## config.mk

```make
export PLATFORM = sky130hd
export DESIGN_NAME = bp_be_fe_queue_buffer
export DESIGN_NICKNAME = d
export VERILOG_FILES = /design/src/rtl/bp_be_fe_queue_buffer.sv
export SDC_FILE = /design/constraint.sdc
export NUM_CORES = 1
export LEC_CHECK = 0
export CAP_MARGIN = 20
export CORE_ASPECT_RATIO = 1.75
export CORE_UTILIZATION = 50
export CTS_CLUSTER_SIZE = 28
export DETAILED_ROUTE_END_ITERATION = 6
export GPL_TIMING_DRIVEN = 0
export PLACE_DENSITY = 0.69
export SYNTH_ARGS = -nofsm -noshare
export SYNTH_HDL_FRONTEND = slang
export SYNTH_SLANG_ARGS = --single-unit
export TNS_END_PERCENT = 1
```

## constraint.sdc

```tcl
create_clock -name clk_i -period 15 [get_ports clk_i]
set_input_delay 3.75 -clock clk_i [delete_from_list [all_inputs] [get_ports clk_i]]
set_output_delay 3.75 -clock clk_i [all_outputs]
set_load 0.02 [all_outputs]
```

## src/rtl/bp_be_fe_queue_buffer.sv

```systemverilog
// Backend receive buffer for FE queue packets.
// Packets are issued speculatively through a read pointer and retired through a
// checkpoint pointer. Uncommitted packets can be replayed on a roll or flushed
// on a clear.
module bp_be_fe_queue_buffer #(
    parameter int unsigned fe_queue_width_p = 128,
    parameter int unsigned els_p            = 8
) (
    input  logic                        clk_i,
    input  logic                        reset_n_i,

    input  logic [fe_queue_width_p-1:0] fe_queue_i,
    input  logic                        fe_queue_v_i,
    output logic                        fe_queue_ready_o,

    output logic [fe_queue_width_p-1:0] fe_queue_o,
    output logic                        fe_queue_v_o,
    input  logic                        fe_queue_yumi_i,

    input  logic                        deq_v_i,
    input  logic                        roll_v_i,
    input  logic                        clr_v_i,
    output logic                        empty_o
);

    localparam int unsigned idx_width_lp = $clog2(els_p);
    // Index bits plus one wrap bit to tell full from empty.
    localparam int unsigned ptr_width_lp = idx_width_lp + 1;

    localparam logic [ptr_width_lp-1:0] ptr_one_lp = ptr_width_lp'(1);

    logic [fe_queue_width_p-1:0] mem_q [els_p];

    logic [ptr_width_lp-1:0] wptr_d, wptr_q;
    logic [ptr_width_lp-1:0] rptr_d, rptr_q;
    logic [ptr_width_lp-1:0] cptr_d, cptr_q;

    logic full;
    logic enq_v;
    logic yumi_v;

    // Status outputs come from registered pointers only; occupancy counts from
    // the checkpoint so issued-but-uncommitted packets still hold their slot.
    always_comb begin
        full = (wptr_q[ptr_width_lp-1] != cptr_q[ptr_width_lp-1])
             & (wptr_q[idx_width_lp-1:0] == cptr_q[idx_width_lp-1:0]);
        fe_queue_ready_o = ~full;
        fe_queue_v_o     = (rptr_q != wptr_q);
        empty_o          = (cptr_q == wptr_q);
        fe_queue_o       = mem_q[rptr_q[idx_width_lp-1:0]];
    end

    // Next-state pointers; clear beats roll beats issue, and an enqueue that
    // coincides with a clear is dropped.
    always_comb begin
        enq_v  = fe_queue_v_i & fe_queue_ready_o & ~clr_v_i;
        yumi_v = fe_queue_yumi_i & fe_queue_v_o;

        wptr_d = enq_v ? (wptr_q + ptr_one_lp) : wptr_q;

        if (clr_v_i) begin
            cptr_d = wptr_q;
        end else if (deq_v_i) begin
            cptr_d = cptr_q + ptr_one_lp;
        end else begin
            cptr_d = cptr_q;
        end

        // Roll uses the post-deq checkpoint so replay skips a same-cycle commit.
        if (clr_v_i) begin
            rptr_d = wptr_q;
        end else if (roll_v_i) begin
            rptr_d = cptr_d;
        end else if (yumi_v) begin
            rptr_d = rptr_q + ptr_one_lp;
        end else begin
            rptr_d = rptr_q;
        end
    end

    // Pointer registers, cleared asynchronously.
    always_ff @(posedge clk_i or negedge reset_n_i) begin
        if (!reset_n_i) begin
            wptr_q <= '0;
            rptr_q <= '0;
            cptr_q <= '0;
        end else begin
            wptr_q <= wptr_d;
            rptr_q <= rptr_d;
            cptr_q <= cptr_d;
        end
    end

    // Packet storage; contents are meaningless until written, so no reset.
    always_ff @(posedge clk_i) begin
        if (enq_v) begin
            mem_q[wptr_q[idx_width_lp-1:0]] <= fe_queue_i;
        end
    end

`ifndef SYNTHESIS
    // Committing a packet that has not been issued yet.
    a_deq_unissued : assert property (@(posedge clk_i) disable iff (!reset_n_i)
        !(deq_v_i && (cptr_q == rptr_q)));

    // Consuming when nothing is presented.
    a_yumi_invalid : assert property (@(posedge clk_i) disable iff (!reset_n_i)
        !(fe_queue_yumi_i && !fe_queue_v_o));
`endif

endmodule
```

## Word level (Yosys, flattened, before mapping)

Memories as Yosys holds them, arrays and structs flattened.
Cells that the tools add are included.

- Register bits: 12
- Bits in latches: 0
- Bits in writable memories: 1024
- Bits in read-only memories: 0
- Bits of input ports: 135
- Logic and storage cells: 25
- Memories: 1

- Add/subtract/negate cells: 3
- $mul: 0
- Div/mod/pow operators: 0
- Magnitude comparators: 0
- Equality and inequality tests: 4
- Shifts and indexed selects: 0
- Multiplexer cells: 7
- Bitwise gates (word level): 6
- Reductions and logical operators: 1

Memory list:

| memory | words | bits a word | read ports | clocked after Yosys merged registers in | wr ports | RTL line | text |
|---|---|---|---|---|---|---|---|
| mem_q | 8 | 128 | 1 | 0 | 1 | 32 | `logic [fe_queue_width_p-1:0] mem_q [els_p];` |

Operators by type and width:

| kind | number |
|---|---|
| $mux W4 | 5 |
| $add A4 B1 Y4 const B | 3 |
| $and A1 B1 Y1 | 4 |
| $eq A4 B4 Y1 | 1 |
| $ne A4 B4 Y1 | 1 |
| $eq A3 B3 Y1 | 1 |
| $reduce_bool A3 Y1 | 1 |
| $mux W1 | 2 |
| $not A1 Y1 | 2 |
| $ne A1 B1 Y1 | 1 |

## Logic depth before layout (Yosys ltp)

Gate-level depths: netlist of the first run.

- Word-level depth: 7
- Gate-level depth with buffers: 6
- Gate-level depth less buffers: 5

## Least setup slack after synthesis of the first run

OpenSTA, ideal clock, no wires.

- Path kind: input to register
- Start point: input clr_v_i
- End point: memory mem_q[0][0] (enable)
- Data arrival time: 12.963 ns
- Path slack: 1.265 ns
- Cell stages on the path: 4
- Buffers on the path: 0
- Cells stage by stage: nand2b_1 > a41oi_2 > nand2b_1 > nor3_1

- Word-level cells in the longest chain between the ends: 4

RTL lines:

| item | RTL line | text |
|---|---|---|
| start: declaration | 22 | `input logic clr_v_i,` |
| $not A1 Y1 | 56 | `enq_v = fe_queue_v_i & fe_queue_ready_o & ~clr_v_i;` |
| $and A1 B1 Y1 | 56 |  |
| $mux W1 | 96 | `if (enq_v) begin` |
| $mux W1 (not written as such) | 97 | `mem_q[wptr_q[idx_width_lp-1:0]] <= fe_queue_i;` |
| end: declaration | 32 |  |

Every way passes these cells.

## Final worst setup path of the first run

- Start point: register rptr_q[1]
- End point: output fe_queue_o[88]

- Word-level cells in the longest chain between the ends: 1

RTL lines:

| item | RTL line | text |
|---|---|---|
| start: declaration | 35 | `logic [ptr_width_lp-1:0] rptr_d, rptr_q;` |
| start signal: assignment | 89 | `rptr_q <= rptr_d;` |
| $mem_v2 Z8 W128 | - |  |
| end: declaration | 16 | `output logic [fe_queue_width_p-1:0] fe_queue_o,` |

Every way passes these cells.

==> key figures, run 1 <==
Run status
  – Status: completed

Layout
  – Share of post-route cells with drive strength above 1: 30.01%
  – Fill cell count: 5264
  – Final core occ: 60.68%
  – Final Cell Area: 47050 um2
  – FF+latch area: 31050 um2
  – Most common cell after layout, fill and taps aside: edfxtp_1
  – # nets final: 2132
  – Highest-count cells in the layout ignoring fill and taps: edfxtp_1, clkdlybuf4s50_1, mux4_2, mux2_2, clkbuf_16
  – Multi-input gate area: 7771 um2
  – Layout area overhead: 19.79%

Route
  – DRT Pass-1 Iters: 5
  – Initial drt markers: 1207
  – Vias: 17824
  – ANT nets after route: 0
  – Via density: 5.766
  – DRC: 0
  – Drt total wl: 84330 um
  – Post-DR wirelength/cell: 27.28 um

Timing
  – Fmax: 133.5 MHz
  – Worst Slack Setup Final: 7510 ps
  – Relative slew margins: 35.84%
  – Fin Clk Skew: 20.05 ps
  – Least-Margin Pin Slew: 960.2 ps
  – Min cycle time layout: 7490 ps
  – Post-route setup TNS: 0 ps
  – Unrepaired setup endpoints after global routing: false
  – Slew Limit Fails: 0
  – Period utilization: 49.93%
  – Fin. Hold Viols: 0
  – Setup violators final: 0

Worst setup path
  – Nature of the critical path endpoint: primary output
  – CP Launch Type: flop
  – CP Data Required Time: 11250 ps
  – Worst Path Arrival: 3740 ps
  – R2r startpoint: wptr_q[0]$_DFFE_PN0P_
  – Worst Reg-to-Reg Cells: 8
  – Critical Path Fanout Max: 10
  – CP startpoint: rptr_q[1]$_DFFE_PN0P_
  – Critical path class: flop to primary output

Global routing
  – Total track usage: 21.74%
  – Pin count of the biggest net entering global routing: 65
  – Number of antenna violations at the first check in global routing: 9
  – First-pass GRT wire length: 124200 um
  – Total global routing overflow: 0
  – Vias in the first global route: 19238

Place
  – I/O Buffers: 265
  – Post-placement cell area: 44370 um2
  – Post-DP HPWL: 53750 um
  – GP Congestion: 0.7243
  – Post-place setup slack: 7948 ps

Clock network
  – Htree depth: 3
  – Setup Fix Bufs, Post-CTS: 0
  – Total clock sinks: 1036
  – Cts hold-fix bufs: 0
  – Reg clk slew, reported paths: 70 ps
  – Clk Latency, worst-skew pair: 640 ps
  – Num CTS Buffers: 88
  – Root Buffer: clkbuf_16
  – CTS resizes: 0
  – Clk buf depth: 3
  – CTS tree: built

Floorplanning
  – Boundary Pins: 266
  – Chip Height: 372.8 um
  – Full die area: 79720 um2
  – Die X: 213.9 um
  – Initial Util: 50.66%
  – Core ar.: 77530 um2
  – Row count: 135

Synthesis
  – Post-synth ARST share: 1.158%
  – Synth Flop Type: edfxtp_1
  – Distinct cells, synth: 34
  – Synth top area share: 78.29%
  – EDFF count, synth: 1024
  – Area leader, netlist: edfxtp_1
  – Syn Inst Count: 1572
  – Mean post-synth cell area: 24.98 um2
  – Synth Cell Area: 39280 um2
  – Syn nets: 1710
  – Seq/Total Area, Yosys: 79.05%
  – Ys Warns: 0
  – Synth area leaders: edfxtp_1, mux4_2, mux2_2
  – Number of synthesized register bits: 1036

Power and ir drop
  – Leak Pwr: 14.80 nW
  – Switching power: 0.002609 W
  – Clock share of power: 24.4%
  – Register share of total power: 39.9%
  – Logic pwr share: 35.7%
  – Pint: 0.006136 W
  – Total power: 0.008745 W
  – VDD IR max: 0.0001460 V
  – Power per standard cell area: 185.9 nW/um2
  – Switching Fraction: 29.83%

Run
  – Max-cap violations: 0

Min path
  – HP Start: wptr_q[3]$_DFFE_PN0P_
  – Hold path cells: 1
  – Worst hold path type: flop to flop
-- logic make-up (layout without fill, tap and decap cells) --
group                      Yosys count  after routing  share of synthesized area (%)
DFF                               1036           1036                          79.05
and+or+nand+nor                     41             41                         0.5575
muxes                              391            391                          18.54
adders and majority gates            3              3                        0.09558
xor gates and xnor gates            14             14                         0.3122
other                                0              5                              0
AOI/OAI and AO/OA                    7              7                         0.1561
buffers and inverters               80            567                          1.281
-- power groups by stage --
stage               Sequential (W)  Combinational (W)  Clock [W]
floorplan                  0.00358            0.00192          0
global placement           0.00365            0.00308          0
detailed placement         0.00355            0.00318          0
CTS                        0.00349            0.00320    0.00218
global route               0.00350            0.00332    0.00228
finish                     0.00349            0.00312    0.00214
-- synthesized netlist by cell type (2+ instances only) --
master / number
buf_1: 8
buf_2: 18
buf_6: 24
clkbuf_1: 27
dfrtp_1: 12
edfxtp_1: 1024
ha_1: 3
inv_1: 3
mux2_2: 133
mux2i_1: 2
mux4_2: 256
nand2_1: 6
nand2b_1: 5
nand3_1: 3
nand4_1: 4
nor2_1: 11
nor2b_1: 3
nor3_1: 2
xnor2_1: 10
xor2_1: 4
-- through the flow --
stage | std cells | hold WS, ps
after global placement | 2864 | 554.0
after detailed placement | 2931 | 562.8
final | 3091 | 575.5
after CTS | 3086 | 577.1
after global routing | 3088 | 613.1
after floorplan | 1572 | 520.5
-- routing by layer --
layer	track usage, %	wire [um]	up-vias
met5	0	82	-
met4	7.426	1958	12
met3	4.737	5856	119
met2	36.95	43790	562
met1	27.47	32650	9539
li1	-	-	7592
-- final timing paths --
path	end	slack, ps
max	fe_queue_o[88]	7510
min	wptr_q[3]$_DFFE_PN0P_	580
max reg2reg	mem_q[3][110]$_DFFE_PP_	11550
min reg2reg	wptr_q[3]$_DFFE_PN0P_	580
max in group asynchronous	cptr_q[2]$_DFF_PN0_	11140
min in group asynchronous	wptr_q[2]$_DFFE_PN0P_	3480
-- final cells by class --
| type | count | area share (%) |
|---|---|---|
| plain buffers | 77 | 1.045 |
| clock buffers | 114 | 5.069 |
| diodes | 5 | 0.02659 |
| flip-flops and latches | 1036 | 66.00 |
| well taps | 1027 | 2.731 |
| inverters | 3 | 0.03989 |
| repair buffers | 332 | 7.986 |
| multi-input cells | 456 | 16.52 |
| clock inverters | 41 | 0.5877 |
-- worst max-delay path: stages (launching register included) --
cell and delay [ps]:
dfrtp_1 340, buf_2 240, buf_2 450, clkbuf_1 730, mux4_2 420, mux2_2 280, clkdlybuf4s50_1 620
-- state kept, by name (all words and copies together), names as in the netlist --
name    cells
mem_q    1024
rptr_q      4
cptr_q      4
wptr_q      4
Note: power is estimated with default switching activity, not from simulation.
==> run 2, diff against run 1 <==
--- a/config.mk
+++ b/config.mk
@@ -11,7 +11,7 @@
 export CTS_CLUSTER_SIZE = 28
 export DETAILED_ROUTE_END_ITERATION = 6
 export GPL_TIMING_DRIVEN = 0
-export PLACE_DENSITY = 0.69
+export PLACE_DENSITY = 0.72
 export SYNTH_ARGS = -nofsm -noshare
 export SYNTH_HDL_FRONTEND = slang
 export SYNTH_SLANG_ARGS = --single-unit
==> constraint.sdc (replaced) <==
create_clock -name clk_i -period 6.7 [get_ports clk_i]
set_input_delay 1.675 -clock clk_i [delete_from_list [all_inputs] [get_ports clk_i]]
set_output_delay 1.675 -clock clk_i [all_outputs]
set_load 0.02 [all_outputs]
==> run 2 against run 1 <==
  * Cell count shrank 0.61%
  * Sequential power increased by 120%
  * Cell area rose by 0.35%
  * Sequential share of layout area shrank 0.23 points
  * Setup slack got worse by 6200 ps
  * Non-clock buffer count down 16
  * Highest routed layer unchanged
  * Clock power rose by 130%
==> key figures, run 2 (synthesis results as in run 1) <==
Run status
  – Status: completed

Worst setup path
  – Critical-path cell list: buf_2 > buf_2 > clkbuf_1 > mux4_2 > mux2_2 > clkdlybuf4s50_1
  – CP Launch Type: flop
  – Nature of the critical path endpoint: primary output
  – Largest stage delay, worst path: 730 ps (about the same)
  – Slowest-stage cell, CP: clkbuf_1
  – Most used cell, CP: buf_2
  – CP Data Required Time: 5030 ps (-6220 ps)
  – Worst Path Arrival: 3760 ps (+20 ps)
  – Critical path class: flop to primary output
  – Critical Path Fanout Max: 10 (unchanged)

Global routing
  – First-pass GRT wire length: 125700 um (+1.3%)
  – Total global routing overflow: 0 (unchanged)
  – Pin count of the biggest net entering global routing: 78 (+20%)
  – Number of antenna violations at the first check in global routing: 12 (+3)
  – Total track usage: 22.16% (+0.42 points)
  – Vias in the first global route: 19110 (-0.67%)

Timing
  – Period utilization: 81.12%
  – Hold Slack: 595.8 ps (+20.37 ps)
  – Fin. Hold Viols: 0 (unchanged)
  – Unrepaired setup endpoints after global routing: false
  – Worst Slack Setup Final: 1265 ps (-6245 ps)
  – Min cycle time layout: 5435 ps
  – Relative slew margins: 29.77% (-6.1 points)
  – Least-Margin Pin Slew: 1050 ps (+89.92 ps)
  – Fmax: 184.0 MHz
  – Post-route setup TNS: 0 ps (unchanged)
  – Slew Limit Fails: 0 (unchanged)
  – Fin Clk Skew: 23.03 ps (+2.980 ps)
  – Setup violators final: 0 (unchanged)

Route
  – Vias: 17672 (-0.85%)
  – Post-DR wirelength/cell: 27.83 um (+2.0%)
  – ANT nets after route: 0 (unchanged)
  – Drt total wl: 85500 um (+1.4%)
  – Via density: 5.753 (-0.24%)
  – Initial drt markers: 1418 (+17%)
  – DRT Pass-1 Iters: 4 (-1)
  – DRC: 0 (unchanged)

Clock network
  – Num CTS Buffers: 89 (+1.1%)
  – Reg clk slew, reported paths: 70 ps (about the same)
  – CTS resizes: 0 (unchanged)
  – Clk buf depth: 3 (unchanged)
  – Root Buffer: clkbuf_16
  – CTS tree: built
  – Setup Fix Bufs, Post-CTS: 0 (unchanged)
  – Total clock sinks: 1036 (unchanged)
  – Htree depth: 3 (unchanged)
  – Clk Latency, worst-skew pair: 650 ps (about the same)
  – Cts hold-fix bufs: 0 (unchanged)

Layout
  – Most common cell after layout, fill and taps aside: edfxtp_1
  – Share of post-route cells with drive strength above 1: 29.94% (-0.078 points)
  – Layout area overhead: 20.21%
  – Max reg flops: 1024 (unchanged)
  – # nets final: 2117 (-0.70%)
  – Post-Layout Cell Count: 3072 (-0.61%)
  – Fill cell count: 5223 (-0.78%)
  – Highest-count cells in the layout ignoring fill and taps: edfxtp_1, clkdlybuf4s50_1, mux4_2, mux2_2, clkbuf_16

Floorplanning
  – Boundary Pins: 266 (unchanged)
  – Die X: 213.9 um (unchanged)
  – Initial Util: 50.66% (unchanged)
  – Core ar.: 77530 um2 (unchanged)
  – Chip Height: 372.8 um (unchanged)
  – Full die area: 79720 um2 (unchanged)
  – Row count: 135 (unchanged)

Place
  – GP Congestion: 0.7395 (+2.1%)
  – Post-placement cell count: 2915 (-0.55%)
  – Post-DP HPWL: 53800 um (+0.10%)
  – Post-place setup slack: 1418 ps (-6529 ps)
  – I/O Buffers: 265 (unchanged)

Power and ir drop
  – VDD IR max: 0.0003239 V (+120%)
  – Total power: 0.01982 W (+130%)
  – Power per standard cell area: 419.8 nW/um2 (+130%)
  – Leak Pwr: 14.82 nW (+0.16%)

Run
  – Max-cap violations: 0 (unchanged)

Min path
  – Worst hold path type: flop to flop
==> run 2: cell count changes in the layout (fill, tap and decap cells not counted), sizes merged, moves of 3 or more <==
| cell | previous run | this run |
|---|---|---|
| clkinvlp | 4 | 7 |
| buf | 117 | 101 |
| clkbuf | 141 | 133 |
| bufinv | 3 | 8 |
| clkinv | 33 | 30 |
==> run 2: per-stage QoR <==
stage | util, % | area [um2]
floorplan | - | 39290
global placement | 55.75 | 43220
detailed placement | 57.32 | 44440
CTS | 60.88 | 47200
global route | 60.89 | 47210
finish | 60.90 | 47210
==> run 2: cell type report <==
cell class | count | area (um2) | share of cell area, %
inverter | 3 | 18.77 | 0.03975
antenna | 4 | 10.01 | 0.02120
clock buffer | 106 | 2312 | 4.897
tap | 1027 | 1285 | 2.722
clock inverter | 47 | 452.9 | 0.9593
sequential | 1036 | 31050 | 65.77
buffer | 77 | 491.7 | 1.042
multi-input combinational | 456 | 7784 | 16.49
timing repair buffer | 316 | 3809 | 8.067
==> run 2: worst max-delay path, delay by kind of cell, from the launching register on <==
kind	cells	cell delay, ps
flops	1	360
buf+inv	4	2020
mux	2	720
==> run 2: report_power, final <==
| group | total (W) | switching, W | leakage (nW) | internal, W |
|---|---|---|---|---|
| Clock | 0.00499 | 0.00222 | 1.33 | 0.00277 |
| Sequential | 0.00781 | 0.000124 | 9.39 | 0.00769 |
| Combinational | 0.00702 | 0.00357 | 4.10 | 0.00345 |
==> run 2: metal layers <==
layer	GRT usage, %	wire (um)
met5	0	106
met4	6.846	1943
met3	5.200	5639
met2	37.35	44530
met1	28.38	33280
==> run 2: worst paths after layout <==
path	depth (start not counted)	endpoint	slack (ps)	startpoint
hold / removal	1	rptr_q[3]$_DFFE_PN0P_	600	rptr_q[3]$_DFFE_PN0P_
setup reg to reg	11	mem_q[4][110]$_DFFE_PP_	3000	wptr_q[0]$_DFFE_PN0P_
hold reg to reg	1	rptr_q[3]$_DFFE_PN0P_	600	rptr_q[3]$_DFFE_PN0P_
min in group asynchronous	1	cptr_q[3]$_DFF_PN0_	1390	reset_n_i
setup / recovery	6	fe_queue_o[88]	1260	rptr_q[1]$_DFFE_PN0P_
max in group asynchronous	1	wptr_q[0]$_DFFE_PN0P_	4920	reset_n_i
